==> src/rtl/multicycle_control_fsm.sv <==
// multicycle_control_fsm
//   Control sequencer for a multi-cycle LEGv8 datapath. The datapath has one
//   ALU, one unified memory, a register file and PC/IR/ALUOut/MDR registers.
//   Supported instructions: R-type (ADD/SUB/AND/ORR), LDUR, STUR and CBZ.
//   The sequencer stalls while memory is not ready. It moves to a sticky fault
//   state on an illegal opcode or on a memory wait timeout, and it counts
//   retired instructions.
//
// Ports
//   clk, rst_n        rising-edge clock, asynchronous active-low reset
//   opcode[10:0]      IR[31:21], valid from DECODE onward
//   zero              ALU zero flag (CBZ condition)
//   mem_ready         memory completes the current access this cycle
//   pc_we, ir_write, mem_read, mem_write, reg_write
//                     datapath strobes, forced low while rst_n is low
//   i_or_d, mem_to_reg, reg2loc, alu_src_a, alu_src_b[1:0], alu_op[1:0],
//   pc_source         datapath mux selects
//   state[3:0]        current state encoding (debug)
//   fault             high in ILLEGAL or TIMEOUT
//   instr_count       retired-instruction counter, wraps
module multicycle_control_fsm #(
  parameter int WAIT_LIMIT = 15,
  parameter int COUNT_W    = 16
) (
  input  logic               clk,
  input  logic               rst_n,
  input  logic [10:0]        opcode,
  input  logic               zero,
  input  logic               mem_ready,
  output logic               pc_we,
  output logic               ir_write,
  output logic               i_or_d,
  output logic               mem_read,
  output logic               mem_write,
  output logic               mem_to_reg,
  output logic               reg_write,
  output logic               reg2loc,
  output logic               alu_src_a,
  output logic [1:0]         alu_src_b,
  output logic [1:0]         alu_op,
  output logic               pc_source,
  output logic [3:0]         state,
  output logic               fault,
  output logic [COUNT_W-1:0] instr_count
);

  typedef enum logic [3:0] {
    FETCH    = 4'd0,
    DECODE   = 4'd1,
    MEM_ADDR = 4'd2,
    MEM_RD   = 4'd3,
    MEM_WB   = 4'd4,
    MEM_WR   = 4'd5,
    R_EXEC   = 4'd6,
    R_WB     = 4'd7,
    BR_COMP  = 4'd8,
    ILLEGAL  = 4'd9,
    TIMEOUT  = 4'd10
  } stateT;

  // The wait counter only needs to reach WAIT_LIMIT-1.
  localparam int WAIT_W = (WAIT_LIMIT < 2) ? 1 : $clog2(WAIT_LIMIT);
  localparam logic [WAIT_W-1:0] WAIT_LAST =
    (WAIT_LIMIT == 0) ? '0 : WAIT_W'(WAIT_LIMIT - 1);

  stateT              stateReg, stateNext;
  logic [WAIT_W-1:0]  waitCntReg, waitCntNext;
  logic [COUNT_W-1:0] countReg;

  logic isR, isLd, isSt, isCb;
  logic pcWrite, pcWriteCond, retire, waitExpired;
  logic irWriteRaw, memReadRaw, memWriteRaw, regWriteRaw;

  // Opcode classes.
  always_comb begin
    isR  = 1'b0;
    isLd = 1'b0;
    isSt = 1'b0;
    isCb = 1'b0;
    casez (opcode)
      11'b1??0101?000: isR  = 1'b1;
      11'b11111000010: isLd = 1'b1;
      11'b11111000000: isSt = 1'b1;
      11'b10110100???: isCb = 1'b1;
      default:         ;
    endcase
  end

  // The ready check happens before this flag is used, so ready wins in the
  // last allowed wait cycle.
  assign waitExpired = (WAIT_LIMIT != 0) && (waitCntReg == WAIT_LAST);

  always_comb begin
    stateNext   = stateReg;
    waitCntNext = '0;
    retire      = 1'b0;
    pcWrite     = 1'b0;
    pcWriteCond = 1'b0;
    irWriteRaw  = 1'b0;
    memReadRaw  = 1'b0;
    memWriteRaw = 1'b0;
    regWriteRaw = 1'b0;
    i_or_d      = 1'b0;
    mem_to_reg  = 1'b0;
    reg2loc     = 1'b0;
    alu_src_a   = 1'b0;
    alu_src_b   = 2'b00;
    alu_op      = 2'b00;
    pc_source   = 1'b0;
    fault       = 1'b0;
    case (stateReg)
      FETCH: begin
        memReadRaw = 1'b1;
        alu_src_b  = 2'b01;
        if (mem_ready) begin
          irWriteRaw = 1'b1;
          pcWrite    = 1'b1;
          stateNext  = DECODE;
        end else if (waitExpired) begin
          stateNext = TIMEOUT;
        end else begin
          waitCntNext = waitCntReg + 1'b1;
        end
      end
      DECODE: begin
        // The branch target is computed early into ALUOut.
        alu_src_b = 2'b11;
        reg2loc   = isSt | isCb;
        if (isR)             stateNext = R_EXEC;
        else if (isLd | isSt) stateNext = MEM_ADDR;
        else if (isCb)       stateNext = BR_COMP;
        else                 stateNext = ILLEGAL;
      end
      MEM_ADDR: begin
        alu_src_a = 1'b1;
        alu_src_b = 2'b10;
        reg2loc   = isSt;
        if (isLd)      stateNext = MEM_RD;
        else if (isSt) stateNext = MEM_WR;
        else           stateNext = ILLEGAL;
      end
      MEM_RD: begin
        memReadRaw = 1'b1;
        i_or_d     = 1'b1;
        if (mem_ready)        stateNext = MEM_WB;
        else if (waitExpired) stateNext = TIMEOUT;
        else                  waitCntNext = waitCntReg + 1'b1;
      end
      MEM_WB: begin
        regWriteRaw = 1'b1;
        mem_to_reg  = 1'b1;
        retire      = 1'b1;
        stateNext   = FETCH;
      end
      MEM_WR: begin
        memWriteRaw = 1'b1;
        i_or_d      = 1'b1;
        reg2loc     = 1'b1;
        if (mem_ready) begin
          retire    = 1'b1;
          stateNext = FETCH;
        end else if (waitExpired) begin
          stateNext = TIMEOUT;
        end else begin
          waitCntNext = waitCntReg + 1'b1;
        end
      end
      R_EXEC: begin
        alu_src_a = 1'b1;
        alu_op    = 2'b10;
        stateNext = R_WB;
      end
      R_WB: begin
        regWriteRaw = 1'b1;
        retire      = 1'b1;
        stateNext   = FETCH;
      end
      BR_COMP: begin
        // A not-taken branch still retires.
        alu_src_a   = 1'b1;
        alu_op      = 2'b01;
        reg2loc     = 1'b1;
        pcWriteCond = 1'b1;
        pc_source   = 1'b1;
        retire      = 1'b1;
        stateNext   = FETCH;
      end
      ILLEGAL, TIMEOUT: fault = 1'b1;
      default: stateNext = FETCH;
    endcase
  end

  always_ff @(posedge clk or negedge rst_n) begin
    if (!rst_n) begin
      stateReg   <= FETCH;
      waitCntReg <= '0;
      countReg   <= '0;
    end else begin
      stateReg   <= stateNext;
      waitCntReg <= waitCntNext;
      if (retire) countReg <= countReg + 1'b1;
    end
  end

  // Gate the strobes with rst_n. Reset forces the state to FETCH, and FETCH
  // would otherwise assert mem_read immediately.
  assign pc_we       = rst_n & (pcWrite | (pcWriteCond & zero));
  assign ir_write    = rst_n & irWriteRaw;
  assign mem_read    = rst_n & memReadRaw;
  assign mem_write   = rst_n & memWriteRaw;
  assign reg_write   = rst_n & regWriteRaw;
  assign state       = stateReg;
  assign instr_count = countReg;

endmodule

==> config.mk <==
export PLATFORM = sky130hd
export DESIGN_NAME = multicycle_control_fsm
export DESIGN_NICKNAME = d
export VERILOG_FILES = /design/src/rtl/multicycle_control_fsm.sv
export SDC_FILE = /design/constraint.sdc
export NUM_CORES = 1
export LEC_CHECK = 0
export ABC_CLOCK_PERIOD_IN_PS = 2800
export CORE_MARGIN = 4
export CORE_UTILIZATION = 40
export CTS_BUF_LIST = sky130_fd_sc_hd__clkbuf_16
export DETAILED_ROUTE_END_ITERATION = 12
export PLACE_DENSITY = 0.7
export SLEW_MARGIN = 0
export SYNTH_ARGS = -nofsm -noshare
export SYNTH_HDL_FRONTEND = slang
export SYNTH_SLANG_ARGS = --single-unit
==> constraint.sdc <==
create_clock -name clk -period 2.8 [get_ports clk]
set_input_delay 0.42 -clock clk [delete_from_list [all_inputs] [get_ports clk]]
set_output_delay 0.42 -clock clk [all_outputs]
set_load 0.005 [all_outputs]
==> results by group, run 1 <==
Status
  • Status: finished clean

Timing
  • RSZ-0062 raised after global routing: no
  • Final Cycle Share: 89.87%
  • Max-slew headroom: 46.10%
  • FMAX: 397.4 MHz
  • Max-slew violations: 0
  • Tightest Pin Transition: 0.7976 ns
  • Final Hold Viols: 0
  • Final setup fails: 0
  • Final min period: 2.516 ns
  • TNS Setup: 0 ns
  • Clock Skews: 0.001877 ns

Critical path
  • Critical path peak fanout: 15
  • Critical Path Slowest Stage Cell: dfrtp_1
  • CP Capture Type: primary output
  • CP Cell Sequence: nor2_1 -> buf_4 -> and4_1 -> a31o_2 -> clkdlybuf4s50_1
  • CP startpoint kind: flop
  • Worst path required time: 2.38 ns
  • Crit path largest cell delay: 0.64 ns
  • Critical path class: reg -> out
  • Worst Path Arrival: 2.10 ns

Synth
  • EDFF count, synth: 0
  • Top-area cell type share of the netlist area: 37.74%
  • Synth cell types: 48
  • Synth warn: 0
  • Async S/R FF share, synth: 100.0%
  • Top FF cell, synth: dfrtp_1
  • Syn nets: 186
  • Post-synthesis sequential area ratio: 37.74%
  • FF+latch count, synth: 24
  • Syn Area/Cell: 9.473 um2
  • Synthesized area: 1592 um2
  • Largest cells by area after synthesis: dfrtp_1, xor2_1, nor3_1
  • Post-synth top area cell: dfrtp_1
  • Cells after synthesis: 168

Layout
  • Filler cell count: 329
  • Ant diodes: 0
  • Post-layout utilization of the core: 60.23%
  • Non-Filler Instances: 271
  • Layout cells sized above 1: 11.21%
  • Syn-to-layout area delta: 41.67%
  • Nets: 243

Place
  • Inst Count DP: 268
  • Port bufs: 49
  • Final HPWL DP: 3326 um
  • Routability cong.: 0.8874

Floorplanning
  • FP Rows: 22
  • # IOs: 50
  • Die width: 71.08 um
  • Full die area: 5052 um2
  • Die height: 71.08 um
  • Starting Density: 42.51%
  • Core area: 3744 um2

Clock tree
  • Worst-path clk slew: 0.06 ns
  • Worst-Skew Late Latency: 0.25 ns
  • Total CTS buffers: 3
  • CTS max path bufs: 2
  • Clock root cell: clkbuf_16
  • H-Tree Depth: 1
  • CTS tree: built
  • Sink Count: 24

Job
  • Max-cap violations: 0

Power
  • LEAKAGE: 1.015 nW
  • Worst IR Drop VDD: 0.4890 mV
  • PwrDens: 687.0 nW/um2
  • Design Power: 1.549 mW

Drt
  • Routed WL per cell: 15.29 um
  • DR vias: 1478
  • DRC Markers: 0
  • DRT Pass-1 Iters: 4
  • DR iter-0 viols: 92
  • Vias/cell: 5.454
  • Overall routed net length: 4143 um
  • Post-route ant nets: 0

GRT
  • Initial antenna violation count: 0
  • GRT Util Overall: 17.08%
  • Vias in the first global route: 1438
  • Gr ovfl total: 0
  • Global-route wire length before repair: 7017 um
  • Largest net degree at the start of global routing: 20

Min path
  • Hold Path Class: reg -> reg
==> worst max-delay path: cells and delay by family, from the launching register on <==
kind	cells	cell delay, ns
AO/OA/AOI/OAI	1	0.22
buffers and inverters	2	0.62
flip-flops	1	0.64
AND/OR/NAND/NOR	2	0.36
==> logic make-up after synthesis <==
| logic type | after synthesis | synth area share [%] |
|---|---|---|
| flops | 24 | 37.74 |
| compound gates | 20 | 9.985 |
| simple gates | 84 | 32.08 |
| mux | 2 | 1.415 |
| buf+inv | 14 | 4.874 |
| fa+ha+maj | 3 | 2.359 |
| xor+xnor | 21 | 11.56 |
==> worst paths after layout <==
kind	start	to	slack [ns]	depth (start not counted)
setup / recovery	state[3]$_DFFE_PN0N_	pc_we	0.28	5
hold / removal	instr_count[15]$_DFFE_PN0P_	instr_count[15]$_DFFE_PN0P_	0.48	1
setup reg to reg	state[3]$_DFFE_PN0N_	instr_count[9]$_DFFE_PN0P_	0.75	5
hold reg to reg	instr_count[15]$_DFFE_PN0P_	instr_count[15]$_DFFE_PN0P_	0.48	1
max in group asynchronous	rst_n	waitCntReg[1]$_DFF_PN0_	2.07	2
min in group asynchronous	rst_n	instr_count[11]$_DFFE_PN0P_	0.58	2
==> state kept, by name, summed over array words and instances (netlist names) <==
register / count
instr_count: 16
state: 4
waitCntReg: 4
==> cells in the mapped netlist (all sizes together), types with 3 or more instances <==
master and count:
nor2b 3, nand2 13, and3 3, inv 4, and4 3, xor2 16, xnor2 5, ha 3
nand4 3, a21oi 4, a31oi 3, nand3 5, dfrtp 24, buf 8, nor3 12, nor2 13
nor4b 7, or3 4, o21ai 3, nand2b 3, nor3b 4
==> timing repair <==
item	4_1_cts	5_1_grt
hold buffers	0	0
setup buffers	0	0
gates resized for setup	0	1
setup endpoints to repair	0	1
==> layout by cell type (no fill, tap or decap), types with 2 or more instances in the layout <==
cell             count
nand2b_1             3
a31oi_1              2
dfrtp_1             24
a21oi_1              4
or3_1                4
xnor2_1              5
nand3b_1             2
nor2_1              13
nor3_1              12
buf_4               13
nand3_1              5
xor2_1              16
ha_1                 3
nor4b_1              5
inv_1                4
and3_1               3
nand4_1              3
nor2b_1              3
o21ai_0              3
mux2_2               2
nor4_1               2
nor3b_1              4
and4_1               3
clkbuf_16            3
clkdlybuf4s50_1     48
nand2_1             13
==> power by group <==
group	internal (mW)	total [mW]	switching [mW]
Clock	0.188	0.297	0.108
Combinational	0.420	0.756	0.337
Sequential	0.408	0.496	0.0881
Total	1.02	1.55	0.533
==> routing by layer <==
| metal | share of wire (%) | wire length [um] | up-vias | global-route usage, % |
|---|---|---|---|---|
| met3 | 3.6 | 149 | 0 | 3.551 |
| li1 | - | - | 718 | - |
| met1 | 44 | 1824 | 738 | 23.64 |
| met5 | 0 | 0 | - | 0 |
| met2 | 52 | 2169 | 22 | 28.12 |
| met4 | 0 | 0 | 0 | 2.505 |
==> cell type report <==
type | count | area, um2 | share of cell area, %
Inverter | 4 | 15.01 | 0.6659
Sequential cell | 24 | 600.6 | 26.64
Clock buffer | 3 | 75.07 | 3.330
Multi-Input combinational cell | 130 | 913.4 | 40.51
Tap cell | 48 | 60.06 | 2.664
Timing Repair Buffer | 62 | 590.6 | 26.19
==> stage by stage <==
stage,hold slack [ns],instance area (um2),setup slack [ns]
finish,0.4774,2255,0.2837
CTS,0.4883,2252,0.01234
floorplan,0.1244,1592,0.8625
detailed placement,0.4765,2177,0.01204
global route,0.5151,2255,0.1690
global placement,0.4562,2177,0.01966
(Power assumes the default switching activity.)
==> run 2: changes to the inputs <==
==> constraint.sdc (replaced) <==
create_clock -name clk -period 2.8 [get_ports clk]
set_input_delay 0.56 -clock clk [delete_from_list [all_inputs] [get_ports clk]]
set_output_delay 0.56 -clock clk [all_outputs]
set_load 0.005 [all_outputs]
==> results by group, run 2 (same netlist as run 1, synthesis figures left out) <==
Critical path
  • CP startpoint kind: input port
  • Worst path required time: 2.24 ns (-0.14 ns)
  • Crit. Startpoint: opcode[10]
  • CP Capture Type: primary output
  • Family with the most delay on the worst path: simple AND/OR/NAND/NOR gates
  • CP Cell Sequence: clkdlybuf4s50_1 -> nand4_1 -> or3_4 -> nor4_4 -> or3_1 -> clkbuf_2
  • R2R setup slack: 0.63 ns (-0.12 ns)
  • Worst Path Arrival: 2.09 ns (about the same)
  • R2R cell count: 4 (-1)
  • R2R Path End: instr_count[1]$_DFFE_PN0P_
  • Critical path buffers and inverters: 2 (unchanged)
  • Reg2reg start: state[0]$_DFFE_PN0N_
  • Critical path class: in -> out
  • Critical path peak fanout: 2 (-13)
  • Crit path largest cell delay: 0.48 ns (-0.16 ns)
  • Critical Path Slowest Stage Cell: clkdlybuf4s50_1

Job
  • Max-cap violations: 0 (unchanged)

Drt
  • Routed WL per cell: 15.07 um (-1.4%)
  • Post-route ant nets: 0 (unchanged)
  • Vias/cell: 5.345 (-2.0%)
  • Overall routed net length: 4236 um (+2.2%)
  • DR vias: 1502 (+1.6%)
  • DRT Pass-1 Iters: 4 (unchanged)
  • DRC Markers: 0 (unchanged)
  • DR iter-0 viols: 87 (-5.4%)

Timing
  • Max-slew headroom: 55.87% (+9.8 points)
  • RSZ-0062 raised after global routing: no
  • Fin worst setup slack: 0.1473 ns (-0.1364 ns)
  • Final min period: 2.653 ns (+0.1364 ns)
  • Final Hold Viols: 0 (unchanged)
  • Tightest Pin Transition: 0.6530 ns (-0.1446 ns)
  • Final setup fails: 0 (unchanged)
  • FMAX: 377.0 MHz (-5.1%)
  • Max-slew violations: 0 (unchanged)
  • Clock Skews: 0.007372 ns (+0.005494 ns)
  • Final Cycle Share: 94.74% (+4.9 points)

Clock tree
  • CTS max path bufs: 2 (unchanged)
  • Total CTS buffers: 3 (unchanged)
  • Clock root cell: clkbuf_16
  • Sink Count: 24 (unchanged)
  • H-Tree Depth: 1 (unchanged)
  • Worst-Skew Late Latency: 0.25 ns (about the same)
  • CTS tree: built
  • Worst-path clk slew: 0.06 ns (about the same)

Place
  • Port bufs: 49 (unchanged)
  • Routability cong.: 0.8719 (-1.7%)
  • Placement Setup Slack: -0.3292 ns (-0.3413 ns)
  • Final HPWL DP: 3367 um (+1.2%)
  • Post-DP Area: 2237 um2 (+2.8%)

Min path
  • Hold Path Cell Cnt: 1 (unchanged)
  • Worst Hold End: instr_count[15]$_DFFE_PN0P_
  • Hold Path Class: reg -> reg
  • Hold_sp: instr_count[15]$_DFFE_PN0P_

Layout
  • Nets: 252 (+3.7%)
  • Post-layout utilization of the core: 62.90% (+2.7 points)
  • Layout cells sized above 1: 16.74% (+5.5 points)
  • Non-Filler Cell Area, Final: 2355 um2 (+4.4%)
  • Ant diodes: 0 (unchanged)
  • Most common cell after layout, fill and taps aside: clkdlybuf4s50_1
  • Syn-to-layout area delta: 47.96%
  • Largest register FFs: 16 (unchanged)
  • Commonest cells after routing, fill and taps aside: clkdlybuf4s50_1, dfrtp_1, buf_4
  • Filler cell count: 324 (-1.5%)

Floorplanning
  • Die width: 71.08 um (unchanged)
  • # IOs: 50 (unchanged)
  • Core area: 3744 um2 (unchanged)
  • Starting Density: 42.51% (unchanged)
  • Die height: 71.08 um (unchanged)
  • Full die area: 5052 um2 (unchanged)
  • FP Rows: 22 (unchanged)

GRT
  • Global-route wire length before repair: 7389 um (+5.3%)
  • Initial antenna violation count: 0 (unchanged)
  • GRT Util Overall: 17.66% (+0.58 points)
  • Largest net degree at the start of global routing: 18 (-10%)
  • Vias in the first global route: 1552 (+7.9%)
  • Gr ovfl total: 0 (unchanged)

Power
  • LEAKAGE: 1.078 nW (+6.2%)
  • PwrDens: 652.5 nW/um2 (-5.0%)
  • Worst IR Drop VDD: 0.4433 mV (-9.4%)

Status
  • Status: finished clean
[run 2: layout make-up]
cell class	count	area, um2	share of cell area (%)
Multi-Input combinational cell	130	944.7	40.12
Timing Repair Buffer	71	655.6	27.84
Sequential cell	24	600.6	25.50
Clock buffer	3	75.07	3.188
Tap cell	48	60.06	2.550
Inverter	4	15.01	0.6376
Clock inverter	1	3.754	0.1594
[run 2: how the worst max path moves through the flow]
stage | end | slack [ns] | depth (start not counted)
after floorplan | reg2loc | 0.58 | 4
after global placement | reg2loc | -0.25 | 7
after detailed placement | reg2loc | -0.33 | 7
after CTS | reg2loc | 0.02 | 6
after global routing | alu_src_a | 0.07 | 6
final | reg2loc | 0.15 | 6
[run 2: worst register-to-register path: stages, from the launching register on]
cell     delay, ns
dfrtp_1       0.54
buf_4         0.25
or3b_4        0.40
a31oi_4       0.47
mux2_2        0.39
[run 2: per-stage QoR]
step	instances	hold slack [ns]	power (mW)	TNS (ns)
floorplan	168	0.2644	0.8934	0
global placement	276	0.4562	1.227	-0.2549
detailed placement	276	0.4585	1.246	-0.3292
CTS	280	0.4694	1.545	0
global route	281	0.5028	1.643	0
finish	281	0.4639	1.536	0
[run 2: metal layers]
layer | vias up | track usage, % | wire length (um)
met5 | - | 0 | 0
met4 | 0 | 2.505 | 31
met3 | 4 | 3.409 | 160
met2 | 35 | 31.20 | 2208
met1 | 727 | 22.85 | 1835
li1 | 736 | - | -
[run 2: timing repair]
item / 4_1_cts / 5_1_grt
hold endpoints to repair: 0 / 0
hold buffers: 0 / 0
gates resized for setup: 5 / 5
pin swaps: 2 / 5
endpoints found under the setup margin: 1 / 1
buffers inserted: 0 / 1
[run 2: power breakdown]
| group | switching [mW] | total, mW | internal [mW] | leakage (nW) |
|---|---|---|---|---|
| Combinational | 0.323 | 0.727 | 0.405 | 0.718 |
| Sequential | 0.0954 | 0.503 | 0.408 | 0.321 |
| Clock | 0.115 | 0.306 | 0.191 | 0.0385 |
| Total | 0.533 | 1.54 | 1.00 | 1.08 |
